### config.mk
export PLATFORM = sky130hd
export DESIGN_NAME = program_loader
export DESIGN_NICKNAME = d
export VERILOG_FILES = /design/src/rtl/program_loader.sv
export SDC_FILE = /design/constraint.sdc
export NUM_CORES = 1
export LEC_CHECK = 0
export CAP_MARGIN = 5
export CORE_ASPECT_RATIO = 0.5
export CORE_MARGIN = 8
export CORE_UTILIZATION = 46
export DETAILED_ROUTE_END_ITERATION = 8
export PLACE_DENSITY = 0.79
export REMOVE_ABC_BUFFERS = 1
export SYNTH_ARGS = -nofsm -noshare
export SYNTH_HDL_FRONTEND = slang
export SYNTH_SLANG_ARGS = --single-unit
### constraint.sdc
create_clock -name Clock -period 2.6 [get_ports Clock]
set_input_delay 0.52 -clock Clock [delete_from_list [all_inputs] [get_ports Clock]]
set_output_delay 0.52 -clock Clock [all_outputs]
set_load 0.1 [all_outputs]
### src/rtl/program_loader.sv
// Boot loader: streams program words into main memory at addresses 0..Count-1,
// holding the processor in reset until the last word has been written.
module program_loader #(
  parameter int DATA_WIDTH = 20,
  parameter int ADDR_WIDTH = 5,
  parameter int DEPTH      = 32
) (
  input  logic                  Clock,
  input  logic                  Reset,
  input  logic                  Start,
  input  logic [ADDR_WIDTH:0]   Count,
  input  logic [DATA_WIDTH-1:0] InData,
  input  logic                  InValid,
  output logic                  InReady,
  output logic [ADDR_WIDTH-1:0] MemAddr,
  output logic [DATA_WIDTH-1:0] MemData,
  output logic                  MemWrEn,
  output logic                  ProcReset,
  output logic                  Busy,
  output logic                  Done,
  output logic                  Error
);

  // Handshake: a word is taken on any cycle where InValid and InReady are both
  // high; InReady is a registered state decode, so the upstream never sees a
  // combinational dependency on its own InValid.

  typedef enum logic [2:0] {
    S_IDLE  = 3'd0,
    S_LOAD  = 3'd1,
    S_DRAIN = 3'd2,
    S_RUN   = 3'd3,
    S_ERROR = 3'd4
  } state_t;

  localparam logic [ADDR_WIDTH:0] DEPTH_W = (ADDR_WIDTH + 1)'(DEPTH);
  localparam logic [ADDR_WIDTH:0] ONE_W   = {{ADDR_WIDTH{1'b0}}, 1'b1};

  state_t                state_q, state_d;
  logic [ADDR_WIDTH:0]   ptr_q, ptr_d;
  logic [ADDR_WIDTH:0]   count_q, count_d;
  logic [ADDR_WIDTH-1:0] mem_addr_q, mem_addr_d;
  logic [DATA_WIDTH-1:0] mem_data_q, mem_data_d;
  logic                  mem_wr_en_q, mem_wr_en_d;
  logic                  in_ready_q, in_ready_d;
  logic                  proc_reset_q, proc_reset_d;
  logic                  busy_q, busy_d;
  logic                  done_q, done_d;
  logic                  error_q, error_d;
  logic                  xfer;
  logic                  last_word;

  always_comb begin
    state_d     = state_q;
    ptr_d       = ptr_q;
    count_d     = count_q;
    mem_addr_d  = mem_addr_q;
    mem_data_d  = mem_data_q;
    mem_wr_en_d = 1'b0;
    xfer        = in_ready_q && InValid;
    last_word   = (ptr_q == (count_q - ONE_W));

    case (state_q)
      S_IDLE, S_RUN: begin
        if (Start) begin
          if (Count > DEPTH_W) begin
            state_d = S_ERROR;
          end else if (Count == '0) begin
            state_d = S_RUN;
          end else begin
            state_d = S_LOAD;
            count_d = Count;
            ptr_d   = '0;
          end
        end
      end
      S_LOAD: begin
        if (xfer) begin
          mem_wr_en_d = 1'b1;
          mem_addr_d  = ptr_q[ADDR_WIDTH-1:0];
          mem_data_d  = InData;
          ptr_d       = ptr_q + ONE_W;
          if (last_word) begin
            state_d = S_DRAIN;
          end
        end
      end
      S_DRAIN: state_d = S_RUN;
      S_ERROR: state_d = S_ERROR;
      default: state_d = S_IDLE;
    endcase

    // Status flags are registered copies of the next-state decode.
    in_ready_d   = (state_d == S_LOAD);
    busy_d       = (state_d == S_LOAD) || (state_d == S_DRAIN);
    done_d       = (state_d == S_RUN);
    error_d      = (state_d == S_ERROR);
    proc_reset_d = (state_d != S_RUN);
  end

  always_ff @(posedge Clock) begin
    if (Reset) begin
      state_q      <= S_IDLE;
      ptr_q        <= '0;
      count_q      <= '0;
      mem_addr_q   <= '0;
      mem_data_q   <= '0;
      mem_wr_en_q  <= 1'b0;
      in_ready_q   <= 1'b0;
      proc_reset_q <= 1'b1;
      busy_q       <= 1'b0;
      done_q       <= 1'b0;
      error_q      <= 1'b0;
    end else begin
      state_q      <= state_d;
      ptr_q        <= ptr_d;
      count_q      <= count_d;
      mem_addr_q   <= mem_addr_d;
      mem_data_q   <= mem_data_d;
      mem_wr_en_q  <= mem_wr_en_d;
      in_ready_q   <= in_ready_d;
      proc_reset_q <= proc_reset_d;
      busy_q       <= busy_d;
      done_q       <= done_d;
      error_q      <= error_d;
    end
  end

  assign InReady   = in_ready_q;
  assign MemAddr   = mem_addr_q;
  assign MemData   = mem_data_q;
  assign MemWrEn   = mem_wr_en_q;
  assign ProcReset = proc_reset_q;
  assign Busy      = busy_q;
  assign Done      = done_q;
  assign Error     = error_q;

endmodule

==> results of run 1 <==
path summary, 6_finish.rpt:
check,start,to,slack (ns),cells past startpoint
worst max-delay path,Count[0],ProcReset,0.33,6
worst min-delay path,MemData[15],MemData[15],0.46,2
worst max register to register,state_q[0],ptr_q[3],0.68,5
worst min register to register,MemData[15],MemData[15],0.46,2
cells in the mapped netlist, types with 4 or more instances:
cell      instances  area [um2]
a21oi_1          30       150.1
mux2i_1           7       70.07
nor2_1           15       56.30
xor2_1            4       35.03
nand2_1          52       195.2
or3_1             4       25.02
o21ai_0           4       20.02
o31ai_1           5       37.54
dfxtp_1          46       920.9
clkbuf_1          8       30.03
inv_1             5       18.77
layout by cell type (no fill, tap or decap), drive strengths merged:
| master | instances |
|---|---|
| nand2 | 52 |
| dfxtp | 46 |
| buf | 37 |
| a21oi | 31 |
| clkdlybuf4s50 | 29 |
| nor2 | 16 |
| mux2i | 7 |
| o31ai | 6 |
| clkbuf | 6 |
| inv | 5 |
| or3 | 5 |
| o21ai | 4 |
| xor2 | 4 |
| nand4 | 4 |
| nor3 | 4 |
| or4 | 3 |
| nand3 | 3 |
| xnor2 | 3 |
| a21boi | 3 |
| ha | 2 |
| or2 | 2 |
| or3b | 1 |
| nor2b | 1 |
| and2b | 1 |
| o21bai | 1 |
| a21o | 1 |
| o2111ai | 1 |
| and4 | 1 |
| nand4b | 1 |
| a41oi | 1 |
| nand2b | 1 |
| nor4b | 1 |
| a31oi | 1 |
| and2 | 1 |
| and4b | 1 |
| a211o | 1 |
| or4b | 1 |
| nand4bb | 1 |
| bufinv | 1 |
| clkinvlp | 1 |
area by class of cell:
cell class	count	share of cell area (%)
inverter	5	0.7036
clock inverter	2	1.407
tap	54	2.533
sequential	46	34.52
timing repair buffer	66	21.29
multi-input combinational	166	36.82
clock buffer	6	2.720
per-layer routing:
layer	wire length, um	vias to the layer above
met3	259	5
li1	-	917
met2	2236	31
met4	48	0
met1	2061	811
met5	0	-
worst reg2reg max path, delay by kind of cell (launching register included):
family           cells  cell delay [ns]
AO/OA/AOI/OAI        2             0.22
flip-flops           1             0.44
AND/OR/NAND/NOR      3             1.19
registers in the layout, summed over array words and instances (netlist names):
register   cells
Done           1
MemWrEn        1
state_q        3
MemAddr        5
ProcReset      1
MemData       20
Error          1
ptr_q          6
count_q        6
Busy           1
InReady        1
stage by stage:
| stage | util [%] | setup WS (ns) | std cells | total power, uW |
|---|---|---|---|---|
| 2_1_floorplan | - | 0.2191 | 217 | 885.3 |
| 3_3_place_gp | 63.88 | 0.03106 | 337 | 975.5 |
| 3_5_place_dp | 63.88 | 0.008185 | 337 | 979.9 |
| 4_1_cts | 66.63 | 0.3312 | 345 | 1508 |
| 5_1_grt | 66.63 | 0.2164 | 345 | 1557 |
| 6_report | 66.63 | 0.3319 | 345 | 1494 |
logic make-up (layout without fill, tap and decap cells):
kind of cell	count (synthesis)	in the layout	share of synthesized area (%)
XOR/XNOR	7	7	3.103
AND/OR/NAND/NOR	100	100	25.65
buffers and inverters	18	79	3.673
AO/OA/AOI/OAI	50	50	16.15
adder cells (fa/ha/maj)	2	2	1.266
multiplexers	7	7	3.547
flip-flops	46	46	46.61
power groups by stage:
stage          logic (uW)  registers [uW]  clock network [uW]
6_report              228             734                 531
5_1_grt               248             737                 572
4_1_cts               230             734                 544
3_5_place_dp          229             751                   0
3_3_place_gp          226             750                   0
2_1_floorplan        85.0             800                   0
==> flow_metrics.tcl, run 1 <==
set metrics [dict create \
    switching_power_uw 392.2 \
    crit_required_ns 2.79 \
    cp_data_arrival_time_ns 2.46 \
    setup_viol 0 \
    postPlaceCellArea_um2 2557 \
    dr_total_vias 1764 \
    nets 322 \
    powerDensity_nw_per_um2 560.0 \
    io_pins 61 \
    power.internal_uw 1102 \
    rows 16 \
    hold_viol_final 0 \
    cp_max_fo 5 \
    port_buffers 60 \
    syn_inst 230 \
    synth_area_um2 1976 \
    dieArea_um2 6775 \
    cap_violations 0 \
    met3_usage_pct 4.012 \
    critPathBufInv 1 \
    die_height_um 62.34 \
    clk_pin_slew_ns 0.08 \
    multi_input_area_um2 982.2 \
    root_buffer "clkbuf_8" \
    drcViolationCount 0 \
    fill_cells 356 \
    startpoint_type "input pin" \
    finalSetupTns_ns 0 \
    cts_tree "done" \
    fin_area_um2 2668 \
    cts_resized 0 \
    crit_slowest_cell "or4_1" \
    grt-ovfl-total 0 \
    synth_ff_type "dfxtp_1" \
    path_delay_family "simple AND/OR/NAND/NOR gates" \
    power.leakage_uw 0.001081 \
    crit_path_max_incr_delay_ns 0.54 \
    synth_seq_area_share_pct 46.61 \
    post-route-min-period_ns 2.268 \
    crit_chain "clkdlybuf4s50_1, or3_4, or4_1, o21bai_1, a21o_1, or2_1" \
    diodes 0 \
    clk_path_buf_depth 2 \
    ir_drop_uv 255.8 \
    clock_latency_ns 0.30 \
    core_um2 4004 \
    busiest_layer "met2" \
    cts_sinks 46 \
    yosysWarnings 0 \
    vias_per_cell 5.113 \
    synth_area_per_cell_um2 8.590 \
    hpwl_um 3437 \
    power_frac_clock_pct 35.5 \
    gr-usage-met1_pct 16.38 \
    gp_congestion 0.7626 \
    ctsHoldBuffers 0 \
    hp-class "reg2reg" \
    synthArstFlopShare_pct 0 \
    seqCellArea_um2 920.9 \
    wl_um 4605 \
    synth_edf_count 0 \
    routedWlPerCell_um 13.35 \
    relSlewSlack_pct 64.16 \
    drive_gt1_share_pct 17.87 \
    synth.distinct_cells 47 \
    grt_max_degree 27 \
    rsz0062_at_grt "false" \
    post-cts-setup-buffer-count 0 \
    antenna_found_initial 0 \
    grt_use_met2_pct 23.75 \
    htreeDepth 2 \
    critPathKind "in2reg" \
    cts_made_buffers 5 \
    area_delta_synth_final_pct 35.02 \
    dr.pass1.iters 4 \
    chipWidth_um 108.7 \
    sequentialPowerShare_pct 49.2 \
    holdWs_ns 0.4584 \
    grt_pass1_wl_um 7990 \
    grt_usage_pct 14.06 \
    tightest_slew_ns 0.5360 \
    max_freq_ghz 0.4409 \
    p_comb_share_pct 15.3 \
    final_max_slew_viol_count 0 \
    critPathCaptureType "flip-flop" \
    skew_ns 0.007028 \
    drtAntennaViolNets 0 \
    p_sw_share_pct 26.26 \
    status "complete, no violations" \
    grt_pass1_vias 1748 \
    initial_utilization_pct 49.34 \
    drtIter0Drc 112 \
    fin_crit_sh_pct 87.24 \
    ys_ff_latch 46 \
]
(Power assumes the default switching activity.)
==> run 2: changes to the inputs <==
ABC_CLOCK_PERIOD_IN_PS = 2600   (was default)
GPL_TIMING_DRIVEN = 0   (was default)
==> flow_metrics.tcl, run 2 (same netlist as run 1, synthesis figures left out) <==
set metrics [dict create \
    status "complete, no violations" \
    grt-ovfl-total 0 \
    final_common_cell "clkdlybuf4s50_1" \
    multi_input_area_um2 982.2 \
    crit_required_ns 2.83 \
    dr.pass1.iters 4 \
    layout_common_cells "59 x clkdlybuf4s50_1, 52 x nand2_1, 46 x dfxtp_1, 30 x a21oi_1, 15 x nor2_1" \
    vias_per_cell 5.186 \
    clock_latency_ns 0.30 \
    cts_sinks 46 \
    ctsHoldBuffers 0 \
    grt_max_degree 45 \
    holdWs_ns 0.4562 \
    critPathKind "in2reg" \
    finalPower_uw 1390 \
    cap_violations 0 \
    gp_congestion 0.7791 \
    dr_total_vias 1758 \
    rsz0062_at_grt "false" \
    initial_utilization_pct 49.34 \
    drtAntennaViolNets 0 \
    drive_gt1_share_pct 5.614 \
    root_buffer "clkbuf_8" \
    post-cts-setup-buffer-count 0 \
    cp_max_fo 5 \
    final_max_slew_viol_count 0 \
    grt_usage_pct 13.72 \
    cts_resized 0 \
    ir_drop_uv 260.0 \
    diodes 0 \
    die_height_um 62.34 \
    drtIter0Drc 66 \
    htreeDepth 2 \
    power.leakage_uw 0.0009852 \
    rows 16 \
    dieArea_um2 6775 \
    cts_tree "done" \
    post-route-min-period_ns 2.356 \
    tightest_slew_ns 0.9963 \
    hpwl_um 3348 \
    drcViolationCount 0 \
    port_buffers 60 \
    wl_um 4640 \
    cts_made_buffers 5 \
    relSlewSlack_pct 33.37 \
    max_freq_ghz 0.4245 \
    largest_register_ffs 20 \
    seqCellArea_um2 920.9 \
    setup_viol 0 \
    routedWlPerCell_um 13.69 \
    clk_path_buf_depth 2 \
    core_um2 4004 \
    cp_data_arrival_time_ns 2.58 \
    critPathCaptureType "flip-flop" \
    nets 316 \
    chipWidth_um 108.7 \
    hold_viol_final 0 \
    fin_crit_sh_pct 90.60 \
    hp-class "reg2reg" \
    startpoint_type "input pin" \
    grt_pass1_wl_um 7700 \
    clk_pin_slew_ns 0.08 \
    grt_pass1_vias 1706 \
    skew_ns 0.006209 \
    powerDensity_nw_per_um2 520.2 \
    antenna_found_initial 0 \
    area_delta_synth_final_pct 35.21 \
    io_pins 61 \
    fin_util_pct 66.72 \
    fill_cells 344 \
]
==> run 2: path summary, 6_finish.rpt <==
kind,endpoint,cells after the start,start,slack (ns)
max,ptr_q[5],6,Count[1],0.24
min,MemData[8],2,MemData[8],0.46
max reg2reg,ptr_q[2],5,state_q[0],0.43
min reg2reg,MemData[8],2,MemData[8],0.46
==> run 2: worst max-delay path: stages <==
cell and delay, ns:
clkdlybuf4s50_1 0.44, or3_4 0.40, or4_1 0.56, a41oi_1 0.42, nand2b_1 0.10, mux2i_1 0.15
==> run 2: layer usage <==
metal	global-route usage, %	up-vias	wire length, um
li1	-	894	-
met1	15.83	817	2083
met2	22.92	40	2196
met3	4.115	7	297
met4	5.922	0	63
met5	0	-	0
==> run 2: final cells by class <==
type / instances / share of cell area (%)
multi-input combinational: 166 / 36.77
clock buffer: 6 / 2.717
sequential: 46 / 34.47
clock inverter: 2 / 0.5152
inverter: 5 / 0.7026
timing repair buffer: 60 / 22.30
tap: 54 / 2.529
==> run 2: where the power goes <==
part           switching [uW]  internal, uW
clock network             241           190
logic                     134          91.5
registers                13.8           720
==> run 2: through the flow <==
stage               setup slack, ns  instances  setup TNS (ns)  area, um2
floorplan                    0.2191        217               0       1922
finish                       0.2443        339               0       2671
CTS                          0.2604        339               0       2671
global route                 0.1092        339               0       2671
global placement            -0.1527        331         -0.5186       2590
detailed placement         -0.03363        331        -0.07414       2585
==> run 3: changes to the inputs <==
ABC_CLOCK_PERIOD_IN_PS = 2300   (was 2600)
clock period = 2.3 ns   (was 2.6 ns; I/O delays follow)
==> flow_metrics.tcl, run 3 (same netlist as run 1, synthesis figures left out) <==
set metrics [dict create \
    power.leakage_uw 0.001093 \
    ir_drop_uv 294.5 \
    status "complete, no violations" \
    io_pins 61 \
    root_buffer "clkbuf_8" \
    tightest_slew_ns 0.9876 \
    switching_power_uw 443.4 \
    crit_slowest_cell "clkdlybuf4s50_1" \
    finalSetupTns_ns 0 \
    critPathBufInv 1 \
    clock_latency_ns 0.30 \
    startpoint_type "flip-flop" \
    r2r_slack_ns 0.24 \
    clk_pin_slew_ns 0.09 \
    post-route-min-period_ns 2.241 \
    fin_util_pct 68.03 \
    hold_viol_final 0 \
    cts_sinks 46 \
    critPathCaptureType "primary output" \
    drive_gt1_share_pct 7.639 \
    drtIter0Drc 150 \
    cp_max_fo 2 \
    p_comb_share_pct 16.8 \
    core_um2 4004 \
    ctsHoldBuffers 0 \
    clk_path_buf_depth 2 \
    layout_common_cells "54 x clkdlybuf4s50_1, 52 x nand2_1, 46 x dfxtp_1, 30 x a21oi_1, 15 x nor2_1" \
    cts_tree "done" \
    grt_usage_pct 13.72 \
    setup_viol 0 \
    largest_register_ffs 20 \
    hpwl_um 3348 \
    gp_congestion 0.7791 \
    final_common_cell "clkdlybuf4s50_1" \
    relSlewSlack_pct 33.95 \
    vias_per_cell 5.228 \
    initial_utilization_pct 49.34 \
    power_frac_clock_pct 30.7 \
    powerDensity_nw_per_um2 580.0 \
    die_height_um 62.34 \
    sequentialPowerShare_pct 52.5 \
    max_freq_ghz 0.4462 \
    wl_um 4871 \
    grt_pass1_wl_um 7700 \
    grt_pass1_vias 1706 \
    p_sw_share_pct 28.07 \
    port_buffers 60 \
    drcViolationCount 0 \
    drtAntennaViolNets 0 \
    antenna_found_initial 0 \
    grt_max_degree 45 \
    cts_made_buffers 5 \
    crit_path_max_incr_delay_ns 1.14 \
    grt-ovfl-total 0 \
    dr_total_vias 1788 \
    crit_required_ns 1.84 \
    crit_chain "clkdlybuf4s50_1" \
    rows 16 \
    fin_crit_sh_pct 97.43 \
    dieArea_um2 6775 \
    htreeDepth 2 \
    diodes 0 \
    critPathKind "reg2out" \
    cap_violations 0 \
    dr.pass1.iters 4 \
    nets 319 \
    cp_data_arrival_time_ns 1.78 \
    final_max_slew_viol_count 0 \
    hp-class "reg2reg" \
    path_delay_family "buffers and inverters" \
    rsz0062_at_grt "false" \
    skew_ns 0.006458 \
    area_delta_synth_final_pct 37.87 \
    power.internal_uw 1136 \
    routedWlPerCell_um 14.24 \
    chipWidth_um 108.7 \
]
## run 3: cell types whose count changed in the layout (fill, tap and decap cells not counted), sizes merged
cell           change
buf                +2
clkdlybuf4s50      -5
dlymetal6s2s       +5
nor2               +1
## run 3: timing repair
item,4_1_cts,5_1_grt
setup buffers,0,2
gates resized for setup,0,8
setup endpoints to repair,0,16
## run 3: routing by layer
metal / vias up / global-route usage [%] / wire length, um
li1: 901 / - / -
met1: 831 / 15.83 / 2128
met2: 51 / 22.92 / 2329
met3: 5 / 4.115 / 357
met4: 0 / 5.922 / 55
met5: - / 0 / 0
## run 3: cell type report
cell class | instances | area (um2)
clock buffer | 6 | 72.57
clock inverter | 2 | 13.76
fill | 340 | 1280
inverter | 5 | 18.77
multi-input combinational | 167 | 1007
sequential | 46 | 920.9
tap | 54 | 67.56
timing repair buffer | 62 | 623.1
## run 3: worst paths after layout
path,from,end,depth (start not counted)
worst min register to register,MemData[8],MemData[8],2
worst min-delay path,MemData[8],MemData[8],2
worst max-delay path,MemData[2],MemData[2],1
worst max register to register,state_q[0],ptr_q[4],5
## run 3: tightest hold or removal path, stage by stage, from the launching register on
cell and delay, ns:
dfxtp_1 0.31, nand2_1 0.05, a21oi_1 0.05
## run 3: power groups by stage
stage | logic, uW | clock network, uW | registers, uW
2_1_floorplan | 96.1 | 0 | 905
3_3_place_gp | 250 | 0 | 847
3_5_place_dp | 254 | 0 | 848
4_1_cts | 255 | 505 | 829
5_1_grt | 283 | 537 | 832
6_report | 265 | 485 | 830
## run 3: through the flow
| step | power, uW | setup WS (ns) | hold WS, ns | area, um2 | std cells |
|---|---|---|---|---|---|
| floorplan | 1001 | -0.08095 | 0.4542 | 1922 | 217 |
| global placement | 1097 | -0.3927 | 0.4410 | 2590 | 331 |
| detailed placement | 1102 | -0.2736 | 0.4462 | 2585 | 331 |
| CTS | 1590 | 0.02036 | 0.4590 | 2671 | 339 |
| global route | 1652 | 0.006642 | 0.4753 | 2724 | 342 |
| finish | 1580 | 0.05904 | 0.4566 | 2724 | 342 |
